$ cat src/rtl/native_aip.sv
// native_aip: CPU-side native bus bridge to an AIP core.
// Register map (addr[3:2]): 0 DATA, 1 CONFIG, 2 START, 3 STATUS.
// Each request runs IDLE -> ACCESS -> ACK, with ready asserted in ACK.
// Optional feature: define NATIVE_AIP_IRQ_EN to build the sticky interrupt
// logic and the writable STATUS register. Without it the interrupt outputs
// are tied low and STATUS only reports the live AIP interrupt level.
module native_aip (
   input  logic        i_clk,
   input  logic        i_rst,
   input  logic        i_cpu_mem_valid,
   input  logic [31:0] i_cpu_mem_addr,
   input  logic [31:0] i_cpu_mem_wdata,
   input  logic        i_cpu_mem_wen,
   output logic [31:0] o_cpu_mem_rdata,
   output logic        o_cpu_mem_ready,
   output logic        o_cpu_irq,
   output logic        o_core_int,
   input  logic        i_aip_sel,
   input  logic        i_aip_enable,
   input  logic [31:0] i_aip_dataOut,
   input  logic        i_aip_int,
   output logic [31:0] o_aip_dataIn,
   output logic [4:0]  o_aip_config,
   output logic        o_aip_read,
   output logic        o_aip_write,
   output logic        o_aip_start
);

   typedef enum logic [1:0] {
      ST_IDLE   = 2'd0,
      ST_ACCESS = 2'd1,
      ST_ACK    = 2'd2
   } state_t;

   localparam logic [1:0] REG_DATA   = 2'd0;
   localparam logic [1:0] REG_CONFIG = 2'd1;
   localparam logic [1:0] REG_START  = 2'd2;
   localparam logic [1:0] REG_STATUS = 2'd3;

   state_t      state_q, state_d;
   logic [1:0]  reg_sel_q, reg_sel_d;
   logic [4:0]  wdata_q, wdata_d;
   logic        wen_q, wen_d;
   logic        en_q, en_d;
   logic [31:0] data_in_q, data_in_d;
   logic [4:0]  config_q, config_d;
   logic        read_q, read_d;
   logic        write_q, write_d;
   logic        start_q, start_d;
   logic        ready_q, ready_d;
   logic [31:0] rdata_q, rdata_d;

`ifdef NATIVE_AIP_IRQ_EN
   logic        int_pending_q, int_pending_d;
   logic        irq_en_q, irq_en_d;
   logic        int_prev_q, int_prev_d;
   logic        irq_q, irq_d;
   logic        status_wr;
`endif

   // Only address bits [3:2] select a register; the rest are don't-care.
   logic unused_addr_bits;
   assign unused_addr_bits = ^{i_cpu_mem_addr[31:4], i_cpu_mem_addr[1:0]};

   // Next-state, strobe, register-update and read-data logic.
   always_comb begin
      state_d   = state_q;
      reg_sel_d = reg_sel_q;
      wdata_d   = wdata_q;
      wen_d     = wen_q;
      en_d      = en_q;
      data_in_d = data_in_q;
      config_d  = config_q;
      read_d    = 1'b0;
      write_d   = 1'b0;
      start_d   = 1'b0;
      ready_d   = 1'b0;
      rdata_d   = 32'd0;

      case (state_q)
         ST_IDLE: begin
            if (i_cpu_mem_valid && i_aip_sel) begin
               state_d   = ST_ACCESS;
               reg_sel_d = i_cpu_mem_addr[3:2];
               wdata_d   = i_cpu_mem_wdata[4:0];
               wen_d     = i_cpu_mem_wen;
               en_d      = i_aip_enable;
               // Strobes are registered here so they are high exactly
               // during ACCESS; DATA is loaded now so it is valid with write.
               if (i_aip_enable) begin
                  case (i_cpu_mem_addr[3:2])
                     REG_DATA: begin
                        if (i_cpu_mem_wen) begin
                           data_in_d = i_cpu_mem_wdata;
                           write_d   = 1'b1;
                        end else begin
                           read_d = 1'b1;
                        end
                     end
                     REG_START: begin
                        if (i_cpu_mem_wen && i_cpu_mem_wdata[0]) begin
                           start_d = 1'b1;
                        end
                     end
                     default: ;
                  endcase
               end
            end
         end
         ST_ACCESS: begin
            state_d = ST_ACK;
            ready_d = 1'b1;
            if (en_q && !wen_q) begin
               case (reg_sel_q)
                  REG_DATA:   rdata_d = i_aip_dataOut;
                  REG_CONFIG: rdata_d = {27'd0, config_q};
`ifdef NATIVE_AIP_IRQ_EN
                  REG_STATUS: rdata_d = {29'd0, i_aip_int, irq_en_q, int_pending_q};
`else
                  REG_STATUS: rdata_d = {29'd0, i_aip_int, 2'b00};
`endif
                  default:    rdata_d = 32'd0;
               endcase
            end
            if (en_q && wen_q && (reg_sel_q == REG_CONFIG)) begin
               config_d = wdata_q;
            end
         end
         ST_ACK: begin
            state_d = ST_IDLE;
         end
         default: begin
            state_d = ST_IDLE;
         end
      endcase
   end

`ifdef NATIVE_AIP_IRQ_EN
   // Sticky interrupt: set on a rising AIP interrupt, cleared by a STATUS
   // write with bit0 set; a simultaneous set wins over the clear.
   always_comb begin
      status_wr     = (state_q == ST_ACCESS) && en_q && wen_q && (reg_sel_q == REG_STATUS);
      int_prev_d    = i_aip_int;
      int_pending_d = int_pending_q;
      irq_en_d      = irq_en_q;
      if (status_wr) begin
         irq_en_d = wdata_q[1];
         if (wdata_q[0]) begin
            int_pending_d = 1'b0;
         end
      end
      if (i_aip_int && !int_prev_q) begin
         int_pending_d = 1'b1;
      end
      irq_d = int_pending_d && irq_en_d;
   end
`endif

   // State and register storage; reset aborts any transaction in progress.
   always_ff @(posedge i_clk or negedge i_rst) begin
      if (!i_rst) begin
         state_q       <= ST_IDLE;
         reg_sel_q     <= 2'd0;
         wdata_q       <= 5'd0;
         wen_q         <= 1'b0;
         en_q          <= 1'b0;
         data_in_q     <= 32'd0;
         config_q      <= 5'd0;
         read_q        <= 1'b0;
         write_q       <= 1'b0;
         start_q       <= 1'b0;
         ready_q       <= 1'b0;
         rdata_q       <= 32'd0;
`ifdef NATIVE_AIP_IRQ_EN
         int_pending_q <= 1'b0;
         irq_en_q      <= 1'b0;
         int_prev_q    <= 1'b0;
         irq_q         <= 1'b0;
`endif
      end else begin
         state_q       <= state_d;
         reg_sel_q     <= reg_sel_d;
         wdata_q       <= wdata_d;
         wen_q         <= wen_d;
         en_q          <= en_d;
         data_in_q     <= data_in_d;
         config_q      <= config_d;
         read_q        <= read_d;
         write_q       <= write_d;
         start_q       <= start_d;
         ready_q       <= ready_d;
         rdata_q       <= rdata_d;
`ifdef NATIVE_AIP_IRQ_EN
         int_pending_q <= int_pending_d;
         irq_en_q      <= irq_en_d;
         int_prev_q    <= int_prev_d;
         irq_q         <= irq_d;
`endif
      end
   end

   assign o_cpu_mem_rdata = rdata_q;
   assign o_cpu_mem_ready = ready_q;
   assign o_aip_dataIn    = data_in_q;
   assign o_aip_config    = config_q;
   assign o_aip_read      = read_q;
   assign o_aip_write     = write_q;
   assign o_aip_start     = start_q;
`ifdef NATIVE_AIP_IRQ_EN
   assign o_cpu_irq       = irq_q;
   assign o_core_int      = irq_q;
`else
   assign o_cpu_irq       = 1'b0;
   assign o_core_int      = 1'b0;
`endif

endmodule

$ cat config.mk
export PLATFORM = sky130hd
export DESIGN_NAME = native_aip
export DESIGN_NICKNAME = d
export VERILOG_FILES = /design/src/rtl/native_aip.sv
export SDC_FILE = /design/constraint.sdc
export NUM_CORES = 1
export LEC_CHECK = 0
export CAP_MARGIN = 25
export CORE_UTILIZATION = 38
export CTS_CLUSTER_SIZE = 28
export DETAILED_ROUTE_END_ITERATION = 16
export DONT_BUFFER_PORTS = 1
export GPL_ROUTABILITY_DRIVEN = 0
export HOLD_SLACK_MARGIN = 0.05
export SLEW_MARGIN = 0
export SYNTH_ARGS = -nofsm -noshare
export SYNTH_HDL_FRONTEND = slang
export SYNTH_SLANG_ARGS = --single-unit
$ cat constraint.sdc
create_clock -name i_clk -period 1.5 [get_ports i_clk]
set_clock_uncertainty 0.1 [all_clocks]
set_input_delay 0.3 -clock i_clk [delete_from_list [all_inputs] [get_ports i_clk]]
set_output_delay 0.3 -clock i_clk [all_outputs]
set_load 0.03 [all_outputs]
==> impl_metrics.env, run 1 <==
export IMPL_outcome="complete, but fails checks"
export IMPL_violations="hold timing, setup timing"
export IMPL_hold_class="input pin to async pin"
export IMPL_firstDrtPassIters=3
export IMPL_ant_nets=0
export IMPL_viasPerCell=4.60
export IMPL_startpoint="state_q[1]"
export IMPL_chipWidth_microns=93.7
export IMPL_layout_min_cycle_time_ps=1600
export IMPL_crit_fanout=21
export IMPL_syn_inst=197
export IMPL_grt_max_degree=85
export IMPL_die_area_sq_um=8780
export IMPL_fillCellCount=712
export IMPL_io_buffers=0
export IMPL_syn_avg_cell_area_sq_um=16.2
export IMPL_max_freq_ghz=0.626
export IMPL_cts_max_path_buffers=2
export IMPL_drt_iter0_markers=41
export IMPL_p_switching_mw=1.64
export IMPL_powerDensity_nw_per_um2=1280
export IMPL_finalWorstSetupSlack_ps=-97.2
export IMPL_io_pin_count=178
export IMPL_cp_data_required_time_ps=1630
export IMPL_crit_path_end_kind="flop"
export IMPL_dr_total_vias=1795
export IMPL_swShare_pct=30.0
export IMPL_grt_use_total_pct=15.3
export IMPL_start_kind="flop"
export IMPL_h_tree_depth=3
export IMPL_cts_made_buffers=9
export IMPL_hold_viol=84
export IMPL_cts_hold_fix_buffers=67
export IMPL_diodes=0
export IMPL_cp_arrival_ps=1720
export IMPL_chipHeight_microns=93.7
export IMPL_p_seq_share_pct=57.8
export IMPL_syn_to_final_growth_pct=34.4
export IMPL_first_global_vias=1941
export IMPL_wire_per_inst_microns=16.5
export IMPL_core_sq_um=8180
export IMPL_pwr_share_comb_pct=12.7
export IMPL_grt_pass1_wl_microns=9990
export IMPL_reg2reg_from="state_q[1]"
export IMPL_maxSlewViolCount=0
export IMPL_antenna_found_initial=0
export IMPL_totalNegativeSetupSlack_ps=-3730
export IMPL_clock_latency_ps=350
export IMPL_min_period_over_period_pct=106
export IMPL_rows=33
export IMPL_internal_power_mw=3.84
export IMPL_layout_nets=383
export IMPL_r2r_slack_ps=-100
export IMPL_power_mw=5.48
export IMPL_yosysWarnings=0
export IMPL_ys_ff_latch=84
export IMPL_setup_viol=68
export IMPL_worstSetupPathType="flop to flop"
export IMPL_wl_microns=6450
export IMPL_overflow=0
export IMPL_drc=0
export IMPL_clkTransAtPathRegs_ps=90
export IMPL_power_frac_clock_pct=29.5
export IMPL_layout_drive_gt1_share_pct=28.1
export IMPL_start_util_pct=39.1
export IMPL_maxCapViolCount=0
export IMPL_grt_setup_unrepaired="yes"
export IMPL_clock_sinks=84
export IMPL_cts_tree="yes"
export IMPL_fin_hold_ws_ps=-464
export IMPL_p_leak_nw=2.12
export IMPL_yosysSeqAreaShare_pct=65.8
export IMPL_ir_worst_vdd_uv=623
export IMPL_yosysUniqueCellTypes=24
export IMPL_hpwl_microns=3810
export IMPL_final_util_pct=52.6
export IMPL_syn_area_sq_um=3200
export IMPL_root_buffer="clkbuf_8"
## cells in the final DEF, fill, tap and decap left out, drive strengths merged
cell / n
and2: 27
and4bb: 1
buf: 13
bufinv: 1
clkbuf: 11
clkinv: 1
clkinvlp: 3
conb: 2
dfrtp: 84
dlygate4sd3: 67
inv: 2
mux2: 46
mux2i: 5
nand2: 3
nand2b: 3
nand3: 2
nand4b: 1
nor2: 5
nor2b: 1
nor3: 3
nor4: 1
nor4b: 1
o21a: 1
or3: 1
## layout make-up
cell class	instances	area, sq um	share of cell area [%]
well taps	105	131	3.06
repair buffers	80	818	19.0
multi-input cells	103	1030	24.1
clock buffers	11	141	3.29
clock inverters	5	61.3	1.43
inverters	2	7.51	0.175
flip-flops and latches	84	2100	48.9
## state kept, by name, indices dropped and copies added (netlist names)
signal / count
o_aip_dataIn: 32
o_cpu_mem_rdata: 32
o_aip_config: 5
wdata_q: 5
reg_sel_q: 2
state_q: 2
en_q: 1
o_aip_read: 1
o_aip_start: 1
o_aip_write: 1
o_cpu_mem_ready: 1
wen_q: 1
## final timing paths
path	end	depth (start not counted)
setup / recovery	o_aip_dataIn[6]	4
hold / removal	o_aip_dataIn[16]	0
setup reg to reg	o_aip_dataIn[6]	4
hold reg to reg	o_aip_config[2]	1
max in group asynchronous	state_q[0]	0
min in group i_clk	o_cpu_mem_rdata[2]	3
## worst max-delay path: stages (launching register included)
cell and delay [ps]:
dfrtp_1 380, and4bb_2 350, nand4b_4 140, buf_12 200, mux2_4 310
## per-layer routing
layer	vias to the layer above	routed length, microns	global-route usage [%]
met5	-	0	0
met4	0	59	3.97
met3	5	461	6.23
met2	73	3180	24.5
met1	902	2740	19.1
li1	815	-	-
## power by group through the flow
| stage | Sequential (mW) | Combinational (mW) | Clock, mW |
|---|---|---|---|
| 2_1_floorplan | 3.17 | 0.448 | 0 |
| 3_3_place_gp | 3.21 | 0.535 | 0 |
| 3_5_place_dp | 3.21 | 0.543 | 0 |
| 4_1_cts | 3.17 | 0.693 | 1.69 |
| 5_1_grt | 3.20 | 0.758 | 1.79 |
| 6_report | 3.17 | 0.698 | 1.62 |
## cells in the mapped netlist
cell      count  share of area (%)
mux2_2       16                5.6
o21a_1        1               0.23
nor2b_1       1               0.20
mux2i_1       5                1.6
nand4b_4      1               0.74
clkbuf_2      2               0.31
nor3_2        1               0.31
buf_6         3                1.1
conb_1        1               0.12
nor4_4        1               0.67
nand2_1       3               0.35
and4bb_2      1               0.39
nand2b_1      3               0.59
nor3_1        2               0.31
nor4b_1       1               0.27
or3_1         1               0.20
nor2_1        5               0.59
mux2_4       30                 14
dfrtp_1      84                 66
inv_1         2               0.23
buf_2         2               0.31
nand3_1       2               0.31
buf_4         2               0.47
and2_1       27                5.3
## per-stage QoR
stage,instance area (sq um),setup slack [ps],instances
2_1_floorplan,3210,-36.5,198
3_3_place_gp,3380,-86.4,304
3_5_place_dp,3380,-99.0,304
4_1_cts,4270,-105,389
5_1_grt,4300,-149,390
6_report,4300,-97.2,390
## repair_timing
action | CTS | global route
endpoints found under the hold margin | 159 | 84
pin swaps | 1 | 0
setup buffers | 2 | 1
setup endpoints to repair | 71 | 74
resized for setup | 1 | 4
## cells by family after synthesis
| kind of cell | after synthesis | share of synthesized area, % |
|---|---|---|
| flops | 84 | 65.8 |
| buf+inv | 11 | 2.39 |
| other cells | 1 | 0.117 |
| mux | 51 | 21.3 |
| simple gates | 49 | 10.2 |
| compound gates | 1 | 0.235 |
No activity file was read; power rests on OpenSTA's default activity.
==> run 2: changes to the inputs <==
- MAX_ROUTING_LAYER: default -> met4
==> impl_metrics.env, run 2 (synthesized netlist as in run 1, its figures left out) <==
export IMPL_crit_fanout=21
export IMPL_rows=33
export IMPL_fin_hold_ws_ps=-467
export IMPL_clock_sinks=84
export IMPL_wl_microns=6460
export IMPL_maxSlewViolCount=0
export IMPL_reg2reg_from="state_q[1]"
export IMPL_ir_worst_vdd_uv=624
export IMPL_hold_class="input pin to async pin"
export IMPL_crit_path_end_kind="flop"
export IMPL_die_area_sq_um=8780
export IMPL_hold_viol=84
export IMPL_wire_per_inst_microns=16.6
export IMPL_io_buffers=0
export IMPL_grt_max_degree=85
export IMPL_seqCellArea_sq_um=2100
export IMPL_outcome="complete, but fails checks"
export IMPL_grt_pass1_wl_microns=9980
export IMPL_min_period_over_period_pct=106
export IMPL_diodes=0
export IMPL_cts_tree="yes"
export IMPL_p_leak_nw=2.12
export IMPL_root_buffer="clkbuf_8"
export IMPL_drc=0
export IMPL_start_kind="flop"
export IMPL_viasPerCell=4.63
export IMPL_violations="hold timing, setup timing"
export IMPL_layout_commonest_cell="dfrtp_1"
export IMPL_cts_hold_fix_buffers=67
export IMPL_maxCapViolCount=0
export IMPL_hpwl_microns=3810
export IMPL_cp_data_required_time_ps=1630
export IMPL_layout_min_cycle_time_ps=1600
export IMPL_antenna_found_initial=0
export IMPL_multi_input_area_sq_um=1030
export IMPL_syn_to_final_growth_pct=34.4
export IMPL_clock_latency_ps=350
export IMPL_cts_max_path_buffers=2
export IMPL_clkTransAtPathRegs_ps=90
export IMPL_worstSetupPathType="flop to flop"
export IMPL_grt_setup_unrepaired="yes"
export IMPL_most_common_layout_cells="83 x dfrtp_1, 67 x dlygate4sd3_1, 30 x mux2_4"
export IMPL_finalWorstSetupSlack_ps=-96.3
export IMPL_ant_nets=0
export IMPL_first_global_vias=1947
export IMPL_fillCellCount=712
export IMPL_max_freq_ghz=0.626
export IMPL_chipWidth_microns=93.7
export IMPL_firstDrtPassIters=4
export IMPL_io_pin_count=178
export IMPL_setup_viol=68
export IMPL_grt_use_total_pct=15.7
export IMPL_start_util_pct=39.1
export IMPL_drt_iter0_markers=39
export IMPL_chipHeight_microns=93.7
export IMPL_r2r_cells=4
export IMPL_worst_r2r_endpoint="o_aip_dataIn[6]"
export IMPL_r2r_slack_ps=-100
export IMPL_dr_total_vias=1804
export IMPL_layout_drive_gt1_share_pct=28.1
export IMPL_h_tree_depth=3
export IMPL_layout_nets=383
export IMPL_final_util_pct=52.6
export IMPL_cp_arrival_ps=1720
export IMPL_core_sq_um=8180
export IMPL_overflow=0
export IMPL_powerDensity_nw_per_um2=1280
export IMPL_cts_made_buffers=9
[run 2: layer usage]
layer | GRT usage (%) | share of wire, % | vias up
met3 | 5.74 | 7.2 | 3
met5 | - | 0 | -
met1 | 19.1 | 42 | 911
li1 | - | - | 815
met2 | 24.5 | 50 | 75
met4 | 4.36 | 0.57 | 0
[run 2: cell type report]
class | instances | share of cell area (%)
Timing Repair Buffer | 80 | 19.0
Multi-Input combinational cell | 103 | 24.1
Sequential cell | 84 | 48.9
Inverter | 2 | 0.175
Clock inverter | 5 | 1.43
Clock buffer | 11 | 3.29
Tap cell | 105 | 3.06
[run 2: worst max path at each step]
stage / to / from / depth (start not counted) / slack, ps
floorplan: o_aip_dataIn[10] / state_q[0] / 4 / -40
global placement: o_aip_config[1] / state_q[1] / 3 / -90
detailed placement: o_aip_dataIn[6] / state_q[1] / 4 / -100
CTS: o_aip_dataIn[6] / state_q[1] / 4 / -110
global route: o_aip_dataIn[2] / state_q[1] / 4 / -150
finish: o_aip_dataIn[6] / state_q[1] / 4 / -100
[run 2: repair_timing]
action,4_1_cts,5_1_grt
gates resized for setup,1,4
setup buffers,2,1
endpoints found under the setup margin,71,74
pin swaps,1,0
endpoints found under the hold margin,159,84
[run 2: power by group]
group          switching (mW)  internal (mW)  total, mW
Clock                   0.798          0.819       1.62
Combinational           0.210          0.488      0.698
Sequential              0.637           2.53       3.17
[run 2: through the flow]
stage	power [mW]	TNS [ps]	std cells	instance area (sq um)	setup WS (ps)
6_report	5.48	-3740	390	4300	-96.3
5_1_grt	5.75	-7740	390	4300	-149
4_1_cts	5.55	-4180	389	4270	-105
3_5_place_dp	3.75	-4130	304	3380	-99.0
3_3_place_gp	3.74	-3600	304	3380	-86.4
2_1_floorplan	3.62	-1090	198	3210	-36.5
[run 2: worst max-delay path, cell delays in order (launching register included)]
cell and delay, ps:
dfrtp_1 380, and4bb_2 340, nand4b_4 140, buf_12 200, mux2_4 310
==> run 3: changes to the inputs <==
- BUFFER_PORTS_ARGS: default -> -buffer_cell sky130_fd_sc_hd__buf_4
- DONT_BUFFER_PORTS: 1 -> default
- MAX_ROUTING_LAYER: met4 -> default
- PLACE_DENSITY: default -> 0.73
==> impl_metrics.env, run 3 (synthesized netlist as in run 1, its figures left out) <==
export IMPL_syn_to_final_growth_pct=52.2
export IMPL_cpLargestDelayFamily="simple AND/OR/NAND/NOR gates"
export IMPL_hpwl_microns=4790
export IMPL_core_sq_um=8180
export IMPL_io_buffers=145
export IMPL_layout_commonest_cell="buf_4"
export IMPL_internal_power_mw=4.46
export IMPL_worstSetupPathType="flop to flop"
export IMPL_start_kind="flop"
export IMPL_dr_total_vias=2146
export IMPL_clock_latency_ps=330
export IMPL_hold_viol=0
export IMPL_viasPerCell=4.48
export IMPL_rows=33
export IMPL_first_global_vias=2157
export IMPL_p_leak_nw=2.64
export IMPL_grt_use_total_pct=15.9
export IMPL_wl_microns=6890
export IMPL_drt_iter0_markers=57
export IMPL_crit_chain="and4bb_2 -> nand4b_4 -> buf_12 -> mux2_4"
export IMPL_ir_worst_vdd_uv=607
export IMPL_worst_path_largest_cell_delay_ps=390
export IMPL_io_pin_count=178
export IMPL_place_ws_ps=-99.6
export IMPL_chipWidth_microns=93.7
export IMPL_cp_arrival_ps=1720
export IMPL_clock_sinks=84
export IMPL_antenna_found_initial=0
export IMPL_cp_slowest_cell="dfrtp_1"
export IMPL_cts_made_buffers=9
export IMPL_chipHeight_microns=93.7
export IMPL_crit_fanout=23
export IMPL_p_seq_share_pct=44.0
export IMPL_worstPathBufferInverterCount=1
export IMPL_firstDrtPassIters=6
export IMPL_violations="setup timing"
export IMPL_min_period_over_period_pct=107
export IMPL_most_common_layout_cells="155 x buf_4, 83 x dfrtp_1, 30 x mux2_4"
export IMPL_maxCapViolCount=0
export IMPL_crit_path_end_kind="flop"
export IMPL_drc=0
export IMPL_wire_per_inst_microns=14.4
export IMPL_maxSlewViolCount=0
export IMPL_cts_max_path_buffers=2
export IMPL_finalWorstSetupSlack_ps=-106
export IMPL_cts_tree="yes"
export IMPL_h_tree_depth=3
export IMPL_powerDensity_nw_per_um2=1270
export IMPL_pwr_share_comb_pct=25.1
export IMPL_grt_pass1_wl_microns=10400
export IMPL_clkTransAtPathRegs_ps=80
export IMPL_max_freq_ghz=0.623
export IMPL_root_buffer="clkbuf_8"
export IMPL_final_cells=479
export IMPL_layout_min_cycle_time_ps=1610
export IMPL_grt_max_degree=85
export IMPL_start_util_pct=39.1
export IMPL_final_util_pct=59.5
export IMPL_layout_nets=473
export IMPL_grt_setup_unrepaired="yes"
export IMPL_power_frac_clock_pct=30.8
export IMPL_layout_drive_gt1_share_pct=60.2
export IMPL_outcome="complete, but fails checks"
export IMPL_totalNegativeSetupSlack_ps=-2790
export IMPL_swShare_pct=27.7
export IMPL_diodes=0
export IMPL_setup_viol=47
export IMPL_overflow=0
export IMPL_hold_class="input pin to flop"
export IMPL_cp_data_required_time_ps=1610
export IMPL_p_switching_mw=1.71
export IMPL_die_area_sq_um=8780
export IMPL_dp_cells=452
export IMPL_ant_nets=0
-- run 3: cell count changes in the layout (fill, tap and decap cells not counted), sizes merged --
cell and delta:
buf +146, dlygate4sd3 -56, bufinv +2, clkinvlp -2, clkinv -1
-- run 3: area by class of cell --
type / count / area, sq um
Timing Repair Buffer: 170 / 1350
Clock buffer: 11 / 141
Fill cell: 700 / 3310
Clock inverter: 4 / 97.6
Inverter: 2 / 7.51
Multi-Input combinational cell: 103 / 1030
Tap cell: 105 / 131
Sequential cell: 84 / 2100
-- run 3: path summary, 6_finish.rpt --
| path | startpoint | end | slack (ps) | cells past startpoint |
|---|---|---|---|---|
| max | state_q[0] | o_aip_dataIn[23] | -110 | 4 |
| min | i_aip_dataOut[16] | o_cpu_mem_rdata[16] | 60 | 2 |
| max reg2reg | state_q[0] | o_aip_dataIn[23] | -110 | 4 |
| min reg2reg | wdata_q[4] | wdata_q[4] | 410 | 1 |
| max in group asynchronous | i_rst | reg_sel_q[0] | 530 | 3 |
| min in group asynchronous | i_rst | o_aip_dataIn[20] | 440 | 3 |
-- run 3: power by group through the flow --
stage	clock network (mW)	registers [mW]	logic [mW]
floorplan	0	3.17	0.448
detailed placement	0	2.75	1.54
finish	1.90	2.71	1.55
global placement	0	2.74	1.52
CTS	1.95	2.72	1.55
global route	2.05	2.76	1.64
-- run 3: worst register-to-register path: cells and delay by family (launching register included) --
kind                   cells  cell delay [ps]
muxes                      1              330
buffers and inverters      1              200
and+or+nand+nor            2              480
DFF                        1              390
-- run 3: metal layers --
metal | part of all wire (%) | up-vias | track usage (%)
li1 | - | 999 | -
met4 | 0.99 | 0 | 6.15
met1 | 43 | 1053 | 20.9
met2 | 49 | 86 | 25.1
met5 | 0 | - | 0
met3 | 6.5 | 8 | 4.05
-- run 3: metrics by stage --
step / instance area (sq um) / power [mW] / hold WS, ps
floorplan: 3210 / 3.62 / -95.6
global placement: 4490 / 4.26 / 263
detailed placement: 4490 / 4.30 / 266
CTS: 4780 / 6.22 / 50.5
global route: 4870 / 6.44 / 51.1
finish: 4870 / 6.17 / 63.9
-- run 3: what timing repair did --
action                     in CTS  in global routing
pin swaps                       1                  0
gates cloned                    0                  0
setup endpoints to repair      73                 74
setup buffers                   1                  0
gates resized for setup         1                  1
hold endpoints to repair       86                  7
hold buffers                    3                  8
